[config.mk]
export PLATFORM = sky130hd
export DESIGN_NAME = tdm_demultiplexor
export DESIGN_NICKNAME = d
export VERILOG_FILES = /design/src/rtl/tdm_pkg.sv /design/src/rtl/tdm_frame_buffer.sv /design/src/rtl/tdm_demultiplexor.sv
export SDC_FILE = /design/constraint.sdc
export NUM_CORES = 1
export LEC_CHECK = 0
export ABC_AREA = 1
export BUFFER_PORTS_ARGS = -buffer_cell sky130_fd_sc_hd__clkbuf_2
export CAP_MARGIN = 20
export CORE_ASPECT_RATIO = 1.1
export CORE_MARGIN = 4
export CORE_UTILIZATION = 58
export CTS_CLUSTER_SIZE = 10
export DETAILED_ROUTE_END_ITERATION = 12
export PLACE_DENSITY = 0.8
export SETUP_SLACK_MARGIN = 0.2
export SYNTH_ARGS = -nofsm -noshare
export SYNTH_HDL_FRONTEND = slang
export SYNTH_SLANG_ARGS = --single-unit
[constraint.sdc]
create_clock -name clk -period 2.6 [get_ports clk]
set_clock_uncertainty 0.15 [all_clocks]
set_input_delay 0.26 -clock clk [delete_from_list [all_inputs] [get_ports clk]]
set_output_delay 0.26 -clock clk [all_outputs]
set_load 0.02 [all_outputs]
[src/rtl/tdm_pkg.sv]
// tdm_pkg: frame geometry and receiver state encoding shared by both ends of the TDM link
package tdm_pkg;

    localparam int TDM_N_CH = 4;
    localparam int TDM_W    = 8;

    typedef enum logic {
        HUNT   = 1'b0,
        LOCKED = 1'b1
    } tdm_state_t;

endpackage

[src/rtl/tdm_frame_buffer.sv]
// tdm_frame_buffer: per-channel staging words and the atomically committed frame
module tdm_frame_buffer
    import tdm_pkg::*;
#(
    parameter  int N_CH = TDM_N_CH,
    parameter  int W    = TDM_W,
    localparam int CH_W = $clog2(N_CH)
) (
    input  logic              clk,
    input  logic              rst_n,
    input  logic              wr_en,
    input  logic [CH_W-1:0]   wr_idx,
    input  logic [W-1:0]      wr_data,
    input  logic              commit,
    output logic [N_CH*W-1:0] frame
);

    // The last channel is never staged: its word goes straight into the commit.
    for (genvar k = 0; k < N_CH - 1; k++) begin : g_ch
        logic [W-1:0] stage;

        always_ff @(posedge clk or negedge rst_n) begin
            if (!rst_n) begin
                stage <= '0;
            end else if (wr_en && wr_idx == CH_W'(k)) begin
                stage <= wr_data;
            end
        end

        always_ff @(posedge clk or negedge rst_n) begin
            if (!rst_n) begin
                frame[k*W +: W] <= '0;
            end else if (commit) begin
                frame[k*W +: W] <= stage;
            end
        end
    end

    always_ff @(posedge clk or negedge rst_n) begin
        if (!rst_n) begin
            frame[(N_CH-1)*W +: W] <= '0;
        end else if (commit) begin
            frame[(N_CH-1)*W +: W] <= wr_data;
        end
    end

endmodule

[src/rtl/tdm_demultiplexor.sv]
// tdm_demultiplexor: frame-locking FSM and channel counter that de-interleave a TDM word stream
module tdm_demultiplexor
    import tdm_pkg::*;
#(
    parameter  int N_CH = TDM_N_CH,
    parameter  int W    = TDM_W,
    localparam int CH_W = $clog2(N_CH)
) (
    input  logic              clk,
    input  logic              rst_n,
    input  logic              in_valid,
    input  logic              in_sync,
    input  logic [W-1:0]      in_data,
    output logic [N_CH*W-1:0] out_frame,
    output logic              frame_done,
    output logic [CH_W-1:0]   cur_ch,
    output logic              locked,
    output logic              sync_err
);

    tdm_state_t      state, state_nxt;
    logic [CH_W-1:0] cur_nxt;
    logic            mid, last, wr_en, commit, early, missing;

    assign locked = state == LOCKED;

    always_comb begin
        mid       = locked && cur_ch != '0;
        last      = cur_ch == CH_W'(N_CH - 1);
        wr_en     = in_valid && (in_sync || mid);
        commit    = in_valid && !in_sync && mid && last;
        early     = in_valid && in_sync && mid;
        missing   = in_valid && !in_sync && locked && cur_ch == '0;
        state_nxt = !in_valid ? state : in_sync ? LOCKED : missing ? HUNT : state;
        cur_nxt   = !in_valid ? cur_ch
                  : in_sync   ? CH_W'(1)
                  : commit    ? '0
                  : mid       ? cur_ch + CH_W'(1)
                  : '0;
    end

    always_ff @(posedge clk or negedge rst_n) begin
        if (!rst_n) begin
            state      <= HUNT;
            cur_ch     <= '0;
            frame_done <= 1'b0;
            sync_err   <= 1'b0;
        end else begin
            state      <= state_nxt;
            cur_ch     <= cur_nxt;
            frame_done <= commit;
            sync_err   <= early || missing;
        end
    end

    tdm_frame_buffer #(
        .N_CH (N_CH),
        .W    (W)
    ) u_buf (
        .clk     (clk),
        .rst_n   (rst_n),
        .wr_en   (wr_en),
        .wr_idx  (in_sync ? '0 : cur_ch),
        .wr_data (in_data),
        .commit  (commit),
        .frame   (out_frame)
    );

endmodule

==> summary.md, run 1 <==
| Metric | Value |
|---|---|
| Synthesis Warnings | `0` |
| RSZ-0062 raised after global routing | `no` |
| Largest net degree at the start of global routing | `62` |
| Syn Area/Cell | `9.281 sq um` |
| Fraction of layout cells with a size suffix above 1 | `24.32%` |
| DRT antenna net count | `0` |
| Final Cell Area | `2985 sq um` |
| GPL Wtd Cong | `0.7792` |
| Core area | `4084 sq um` |
| DIE WIDTH | `71.02 um` |
| # rows | `24` |
| Hold Crit Class | `in -> reg` |
| Vias per inst | `5.344` |
| Seq/Total Area, Yosys | `60.25%` |
| Area post-placement | `2779 sq um` |
| DIE AREA | `5491 sq um` |
| Netlist Area Pre-Place | `2534 sq um` |
| Vias | `2036` |
| Final Max Tran Viols | `0` |
| Endpoints failing setup | `0` |
| Final Hold Fails | `0` |
| P&R area growth vs syn | `17.83%` |
| Overall routing resource usage | `22.96%` |
| CP Capture Type | `flop` |
| Largest cells by area after synthesis | `dfrtp_1, nand2_1, o21ai_0` |
| Synth cell types | `20` |
| CTS clk-pin slew, worst paths | `0.06 ns` |
| Worst vdd ir | `600.5 uV` |
| Tcrit/Tclk final | `81.30%` |
| Relative slew slack | `50.79%` |
| Yosys top cell area share | `60.25%` |
| DRC | `0` |
| Congestion Overflow GR | `0` |
| Worst Path Required | `2.73 ns` |
| Synthesized instance count | `273` |
| Startpoint Class | `flop` |
| Final Core Density | `73.10%` |
| Vias in the first global route | `2079` |
| First-pass GRT wire length | `9970 um` |
| Yosys top cell by area | `dfrtp_1` |
| Setup TNS | `0 ns` |
| Crit-path max FO | `34` |
| Worst-Margin Slew | `0.7381 ns` |
| FILL cells | `313` |
| Clk Latency, worst-skew pair | `0.34 ns` |
| Final nets | `339` |
| Longest Clk Path Bufs | `2` |
| Syn nets | `287` |
| Worst EP arrival | `2.24 ns` |
| Dpl ws | `0.4951 ns` |
| Die Y | `77.32 um` |
| CTS Sinks | `61` |
| Status | `complete, no violations` |
| Post-CTS setup buffer count | `0` |
| Final HPWL DP | `3557 um` |
| H-tree levels | `3` |
| CTS tree | `done` |
| Routed length per instance | `14.51 um` |
| Clock Root Buffer | `clkbuf_8` |
| IO Count | `49` |
| Total Power | `3.274 mW` |
| CTS Buf Count | `9` |
| Yosys reg bits | `61` |
| Final period demand of the worst path | `2.114 ns` |
| Fin worst setup slack | `0.4863 ns` |
| WS Path Type | `reg -> reg` |
| TritonRoute pass-1 iters | `4` |
| Detailed router's first-iteration violation count | `140` |
| Final wirelength | `5528 um` |
| Maximum achievable frequency | `473.1 MHz` |
| Starting density of the core | `62.04%` |
| Leak pwr | `1.661 nW` |
| # port buffers | `48` |
| Initial antenna violation count | `0` |
| Power Density | `1097 nW/um^2` |
| Diodes inserted | `0` |
| Max-cap viol count | `0` |
## synth_stat cells (all sizes together)
cell    instances
nand3          28
nor2            4
dfrtp          61
ha              2
inv             8
o21ai          36
a22oi           1
nand2         120
nor3            2
clkbuf          3
buf             8
## placed cells by master (no fill, tap or decap), types with 2 or more instances in the layout
cell      instances
nand2_1         115
dfrtp_1          61
clkbuf_2         48
o21ai_0          29
nand3_1          27
clkbuf_8         14
o21ai_1           6
inv_2             4
inv_1             4
nand2_2           4
buf_4             3
nor3_4            2
nor2_1            2
ha_1              2
## cell type report
class                           count  area (sq um)  share of cell area, %
Clock buffer                       15         196.4                  6.580
Inverter                            8         30.03                  1.006
Multi-Input combinational cell    193         894.6                  29.97
Sequential cell                    61          1526                  51.13
Tap cell                           52         65.06                  2.179
Timing Repair Buffer               52         272.8                  9.137
## where the power goes
part / internal (mW) / switching (mW) / total, mW
combinational: 0.297 / 0.673 / 0.970
clock: 0.472 / 0.337 / 0.808
sequential: 1.30 / 0.195 / 1.50
## flip-flops by register name, indices dropped and copies added, names as in the netlist
name              flops
u_buf.frame          32
u_buf.g_ch.stage     24
cur_ch                2
frame_done            1
locked                1
sync_err              1
## stage by stage
step	hold WS, ns	cells
2_1_floorplan	-0.1856	273
3_3_place_gp	0.3060	365
3_5_place_dp	0.3083	365
4_1_cts	0.02608	381
5_1_grt	0.03646	381
6_report	0.03828	381
## timing repair
action,CTS,global route
hold buffers,1,0
endpoints found under the hold margin,61,0
gates resized for setup,0,0
## cells by family after synthesis
kind of cell,after synthesis,synth area share (%)
compound gates,37,7.556
fa+ha+maj,2,0.9875
buf+inv,19,4.444
flops,61,60.25
simple gates,154,26.77
## final timing paths
kind / start / end / slack (ns) / depth (start not counted)
min in group asynchronous: rst_n / sync_err / 0.46 / 3
hold / removal: in_data[1] / u_buf.frame[25] / 0.04 / 3
max in group asynchronous: rst_n / u_buf.frame[2] / 1.36 / 3
setup reg to reg: cur_ch[0] / u_buf.frame[0] / 0.49 / 8
setup / recovery: cur_ch[0] / u_buf.frame[0] / 0.49 / 8
hold reg to reg: u_buf.g_ch[0].stage[6] / u_buf.g_ch[0].stage[6] / 0.32 / 2
## critical path: stages, from the launching register on
cell	delay, ns
dfrtp_1	0.49
inv_2	0.10
ha_1	0.24
nor2_2	0.16
inv_2	0.23
nor2_4	0.14
buf_4	0.32
nand2_1	0.11
nand2_1	0.09
## per-layer routing
layer | routed length (um) | global-route usage (%) | up-vias
li1 | - | - | 986
met2 | 2756 | 36.64 | 53
met4 | 61 | 6.955 | 0
met1 | 2407 | 29.69 | 989
met3 | 302 | 7.974 | 8
met5 | 0 | 0 | -
Power figures use the tool's default switching activity.
==> run 2: changes to the inputs <==
CORE_UTILIZATION = 54   (was 58)
PLACE_DENSITY = 0.75   (was 0.8)
clock period = 2.13 ns   (was 2.6 ns; I/O delays follow)
==> run 2 against run 1 <==
- routed wire length about the same
- final cell count grew 1.6%
- flip-flop and latch count is the same
- worst hold slack worse by 0.027 ns
- critical path depth unchanged
- power up 17%
- design area rose by 0.63%
- critical endpoint is now u_buf.g_ch[1].stage[7]
- non-clock buffer count rose by 5
- sequential power grew 21%
- critical path type unchanged
==> summary.md, run 2 (synthesis results as in run 1) <==
| Metric | Value |
|---|---|
| Status | `complete, no violations` |
| Worst-Margin Slew | `0.6296 ns` |
| Final Cell Area | `3004 sq um` |
| Fin worst setup slack | `0.3545 ns` |
| Core area | `4410 sq um` |
| FILL cells | `377` |
| DP Cell Count | `371` |
| Diodes inserted | `0` |
| TritonRoute pass-1 iters | `5` |
| Setup TNS | `0 ns` |
| RR Endpoint | `u_buf.g_ch[1].stage[7]` |
| Hold Crit Endpoint | `u_buf.frame[31]` |
| Slowest stage cell, crit path | `dfrtp_2` |
| Congestion Overflow GR | `0` |
| R2r startpoint | `cur_ch[0]` |
| Layout Cells excl Fill | `387` |
| Most used cell, CP | `nand2_1` |
| Die Y | `79.84 um` |
| Startpoint Class | `flop` |
| FF+latch area | `1529 sq um` |
| Detailed router's first-iteration violation count | `114` |
| Worst-case reg-to-reg path depth | `8` |
| Hold Crit Class | `in -> reg` |
| Commonest non-fill, non-tap cell in the layout | `nand2_1` |
| WS Path Type | `reg -> reg` |
| Final Max Tran Viols | `0` |
| IO Count | `49` |
| Initial antenna violation count | `0` |
| CTS tree | `done` |
| Dpl ws | `0.1882 ns` |
| Fraction of layout cells with a size suffix above 1 | `25.23%` |
| Vias per inst | `5.222` |
| Hold Slack | `0.01169 ns` |
| Clk Latency, worst-skew pair | `0.32 ns` |
| Power Density | `1279 nW/um^2` |
| # port buffers | `48` |
| DRT antenna net count | `0` |
| Final wirelength | `5527 um` |
| First-pass GRT wire length | `9749 um` |
| Commonest cells after routing, fill and taps aside | `nand2_1, dfrtp_1, clkbuf_2` |
| Final nets | `344` |
| Relative slew slack | `58.03%` |
| Max-cap viol count | `0` |
| Starting density of the core | `57.45%` |
| Maximum achievable frequency | `563.2 MHz` |
| Largest net degree at the start of global routing | `39` |
| Largest register FFs | `32` |
| Endpoints failing setup | `0` |
| Worst vdd ir | `700.6 uV` |
| CTS Buf Count | `9` |
| Final period demand of the worst path | `1.776 ns` |
| Final Hold Fails | `0` |
| # rows | `25` |
| DIE WIDTH | `73.31 um` |
| Area post-placement | `2824 sq um` |
| Top reg by flops | `u_buf.frame` |
| CTS Sinks | `61` |
| Worst Hold Launch | `in_data[7]` |
| Tcrit/Tclk final | `83.36%` |
| Crit-path max FO | `21` |
| Clock Root Buffer | `clkbuf_8` |
| Bufs and invs on worst path | `2` |
| CP Capture Type | `flop` |
| Final HPWL DP | `3780 um` |
| Crit path cell chain | `inv_2 > ha_1 > inv_1 > nand3_1 > nand2_4 > nand2_2 > nand2_1 > nand2_1` |
| Worst Path Required | `2.19 ns` |
| Biggest registers after layout | `u_buf.frame (32), u_buf.g_ch.stage (24), cur_ch (2)` |
| CP delay by family, top | `simple AND/OR/NAND/NOR gates` |
| DRC | `0` |
| Multi-input gate area | `899.6 sq um` |
| Vias | `2021` |
| Max incr delay on CP | `0.44 ns` |
| Worst EP arrival | `1.84 ns` |
| R2r setup slk | `0.35 ns` |
| Final Core Density | `68.11%` |
| H-tree levels | `3` |
| Overall routing resource usage | `21.58%` |
| Vias in the first global route | `2064` |
| DIE AREA | `5853 sq um` |
| Total Power | `3.841 mW` |
| GPL Wtd Cong | `0.8575` |
| Leak pwr | `1.667 nW` |
| RSZ-0062 raised after global routing | `no` |
| P&R area growth vs syn | `18.57%` |
| CTS clk-pin slew, worst paths | `0.06 ns` |
| Longest Clk Path Bufs | `2` |
| Routed length per instance | `14.28 um` |
| Hold Path Depth | `3` |
## run 2: worst min-delay path, delay by kind of cell
family,cells,cell delay (ns)
AND/OR/NAND/NOR,2,0.11
buffers and inverters,1,0.12
## run 2: how the worst max path moves through the flow
stage          cells past startpoint  startpoint                      to  slack, ns
2_1_floorplan                      7   cur_ch[0]         u_buf.frame[28]       0.34
3_3_place_gp                       8   cur_ch[0]         u_buf.frame[29]       0.28
4_1_cts                            8   cur_ch[0]          u_buf.frame[0]       0.25
3_5_place_dp                       8   cur_ch[0]         u_buf.frame[27]       0.19
5_1_grt                            7   cur_ch[0]          u_buf.frame[3]       0.23
6_report                           8   cur_ch[0]  u_buf.g_ch[1].stage[7]       0.35
## run 2: area by class of cell
class	count	share of cell area (%)
clock buffer	11	4.373
clock inverter	3	0.4998
inverter	8	1.083
multi-input combinational	193	29.95
sequential	61	50.90
tap	54	2.249
timing repair buffer	57	10.95
## run 2: repair_timing
item	4_1_cts	5_1_grt
setup buffers	0	0
pin swaps	0	0
hold buffers	2	0
endpoints found under the hold margin	24	0
resized for setup	2	4
gates cloned	0	0
setup endpoints to repair	19	21
## run 2: layer usage
layer / vias to the layer above / global-route usage [%] / share of wire, %
met1: 967 / 28.37 / 45
li1: 995 / - / -
met2: 50 / 35.15 / 49
met3: 9 / 5.290 / 4.8
met5: - / 0 / 0
met4: 0 / 6.522 / 1.2
## run 2: where the power goes
| part | leakage [nW] | internal (mW) | switching, mW |
|---|---|---|---|
| logic | 0.801 | 0.384 | 0.829 |
| registers | 0.786 | 1.59 | 0.233 |
| clock network | 0.0788 | 0.403 | 0.402 |
==> run 3: changes to the inputs <==
clock period = 1.85 ns   (was 2.13 ns; I/O delays follow)
==> run 3 against run 2 <==
- setup slack worse by 0.13 ns
- non-clock buffer count up 23
- global-route usage fell by 0.58 points
- fmax up 9.3%
- register-to-register slack worse by 0.13 ns
- first-iteration DRC count grew 5.3%
- worst hold slack gained 0.099 ns
- clock power is 25% higher
- critical endpoint is now u_buf.g_ch[2].stage[1]
- largest power group unchanged
==> summary.md, run 3 (synthesis results as in run 1) <==
| Metric | Value |
|---|---|
| FILL cells | `337` |
| Clock share of power | `21.8%` |
| DIE AREA | `5853 sq um` |
| Commonest cells after routing, fill and taps aside | `nand2_1, dfrtp_1, clkbuf_2` |
| Slowest stage cell, crit path | `dfrtp_2` |
| DRC | `0` |
| Startpoint Class | `flop` |
| Flop pwr share | `45.3%` |
| P&R area growth vs syn | `28.94%` |
| Final HPWL DP | `3874 um` |
| Diodes inserted | `0` |
| Worst Hold Launch | `in_valid` |
| Final Hold Fails | `0` |
| Worst Path Required | `1.96 ns` |
| IO Count | `49` |
| Biggest registers after layout | `u_buf.frame (32), u_buf.g_ch.stage (24), cur_ch (2)` |
| Crit path cell chain | `buf_4 > buf_4 > nor3_4 > buf_4 > nand3_1 > nand2_1` |
| H-tree levels | `3` |
| P_sw | `1.725 mW` |
| Top reg by flops | `u_buf.frame` |
| Longest Clk Path Bufs | `2` |
| Vias in the first global route | `2007` |
| Crit-path max FO | `7` |
| Core area | `4410 sq um` |
| Power Density | `1418 nW/um^2` |
| RSZ-0062 raised after global routing | `no` |
| FF+latch area | `1529 sq um` |
| Congestion Overflow GR | `0` |
| R2r startpoint | `cur_ch[0]` |
| Fraction of layout cells with a size suffix above 1 | `29.41%` |
| First-pass GRT wire length | `9432 um` |
| Clock Root Buffer | `clkbuf_8` |
| Final Core Density | `74.07%` |
| Maximum achievable frequency | `615.7 MHz` |
| GPL Wtd Cong | `0.7803` |
| DIE WIDTH | `73.31 um` |
| Clk Latency, worst-skew pair | `0.33 ns` |
| CP Capture Type | `flop` |
| Relative slew slack | `59.94%` |
| Internal power | `2.907 mW` |
| Commonest non-fill, non-tap cell in the layout | `nand2_1` |
| Combinational Power Share | `32.9%` |
| Final period demand of the worst path | `1.624 ns` |
| Endpoints failing setup | `0` |
| Overall routing resource usage | `21.00%` |
| WS Path Type | `reg -> reg` |
| Final Max Tran Viols | `0` |
| CTS Buf Count | `9` |
| Vias per inst | `5.282` |
| Starting density of the core | `57.45%` |
| Vias | `2171` |
| Setup TNS | `0 ns` |
| CTS clk-pin slew, worst paths | `0.06 ns` |
| Max incr delay on CP | `0.43 ns` |
| Leak pwr | `1.806 nW` |
| # port buffers | `48` |
| Tcrit/Tclk final | `87.79%` |
| Dpl ws | `0.1406 ns` |
| Worst vdd ir | `852.2 uV` |
| Switching Share | `37.24%` |
| Fin worst setup slack | `0.2259 ns` |
| TritonRoute pass-1 iters | `4` |
| Most used cell, CP | `buf_4` |
| Worst-Margin Slew | `0.6009 ns` |
| Routed length per instance | `14.28 um` |
| Final nets | `368` |
| Worst EP arrival | `1.74 ns` |
| Status | `complete, no violations` |
| Multi-input gate area | `925.9 sq um` |
| # rows | `25` |
| Largest net degree at the start of global routing | `36` |
| Detailed router's first-iteration violation count | `120` |
| Die Y | `79.84 um` |
| Hold Crit Class | `in -> reg` |
| Final wirelength | `5871 um` |
| CTS Sinks | `61` |
| DRT antenna net count | `0` |
| Crit path launch | `cur_ch[0]` |
| Largest register FFs | `32` |
| Max-cap viol count | `0` |
| CTS tree | `done` |
| Initial antenna violation count | `0` |
-- run 3: path summary, 6_finish.rpt --
kind / slack, ns / end / cells after the start
max: 0.23 / u_buf.g_ch[2].stage[1] / 6
max reg2reg: 0.23 / u_buf.g_ch[2].stage[1] / 6
min reg2reg: 0.33 / u_buf.g_ch[0].stage[5] / 2
max in group asynchronous: 0.72 / u_buf.g_ch[2].stage[1] / 3
min: 0.11 / cur_ch[0] / 3
min in group asynchronous: 0.24 / cur_ch[0] / 2
-- run 3: layer usage --
layer,wire (um),global-route usage [%],vias to the layer above
li1,-,-,1042
met5,0,0,-
met3,378,3.904,10
met1,2522,28.18,1039
met4,116,9.239,0
met2,2854,33.09,80
-- run 3: final cells by class --
| cell class | count | area share (%) |
|---|---|---|
| Clock buffer | 13 | 4.864 |
| Multi-Input combinational cell | 194 | 28.34 |
| Timing Repair Buffer | 80 | 16.78 |
| Inverter | 8 | 0.9192 |
| Sequential cell | 61 | 46.80 |
| Clock inverter | 1 | 0.2298 |
| Tap cell | 54 | 2.068 |
-- run 3: metrics by stage --
step           power, mW  hold slack, ns  cells  area [sq um]
6_report           4.633          0.1102    411          3267
5_1_grt            4.931          0.1342    411          3267
4_1_cts            4.571         0.07375    401          3161
3_5_place_dp       3.529         0.06733    376          2889
3_3_place_gp       3.480         0.06673    376          2889
2_1_floorplan      2.973         -0.2606    273          2537
-- run 3: timing repair --
item | in CTS | in global routing
pin swaps | 1 | 3
setup buffers | 2 | 9
hold buffers | 9 | 0
hold endpoints to repair | 34 | 0
setup endpoints to repair | 34 | 56
resized for setup | 1 | 20
cloned | 0 | 1
-- run 3: power by group through the flow --
stage	Sequential [mW]	Combinational (mW)	Clock [mW]
floorplan	2.44	0.530	0
global placement	2.10	1.38	0
CTS	2.09	1.46	1.02
detailed placement	2.11	1.42	0
finish	2.10	1.52	1.01
global route	2.16	1.69	1.08
-- run 3: worst max-delay path, delay by kind of cell, from the launching register on --
family,cells,cell delay (ns)
buffers and inverters,3,0.49
DFF,1,0.43
and+or+nand+nor,3,0.48
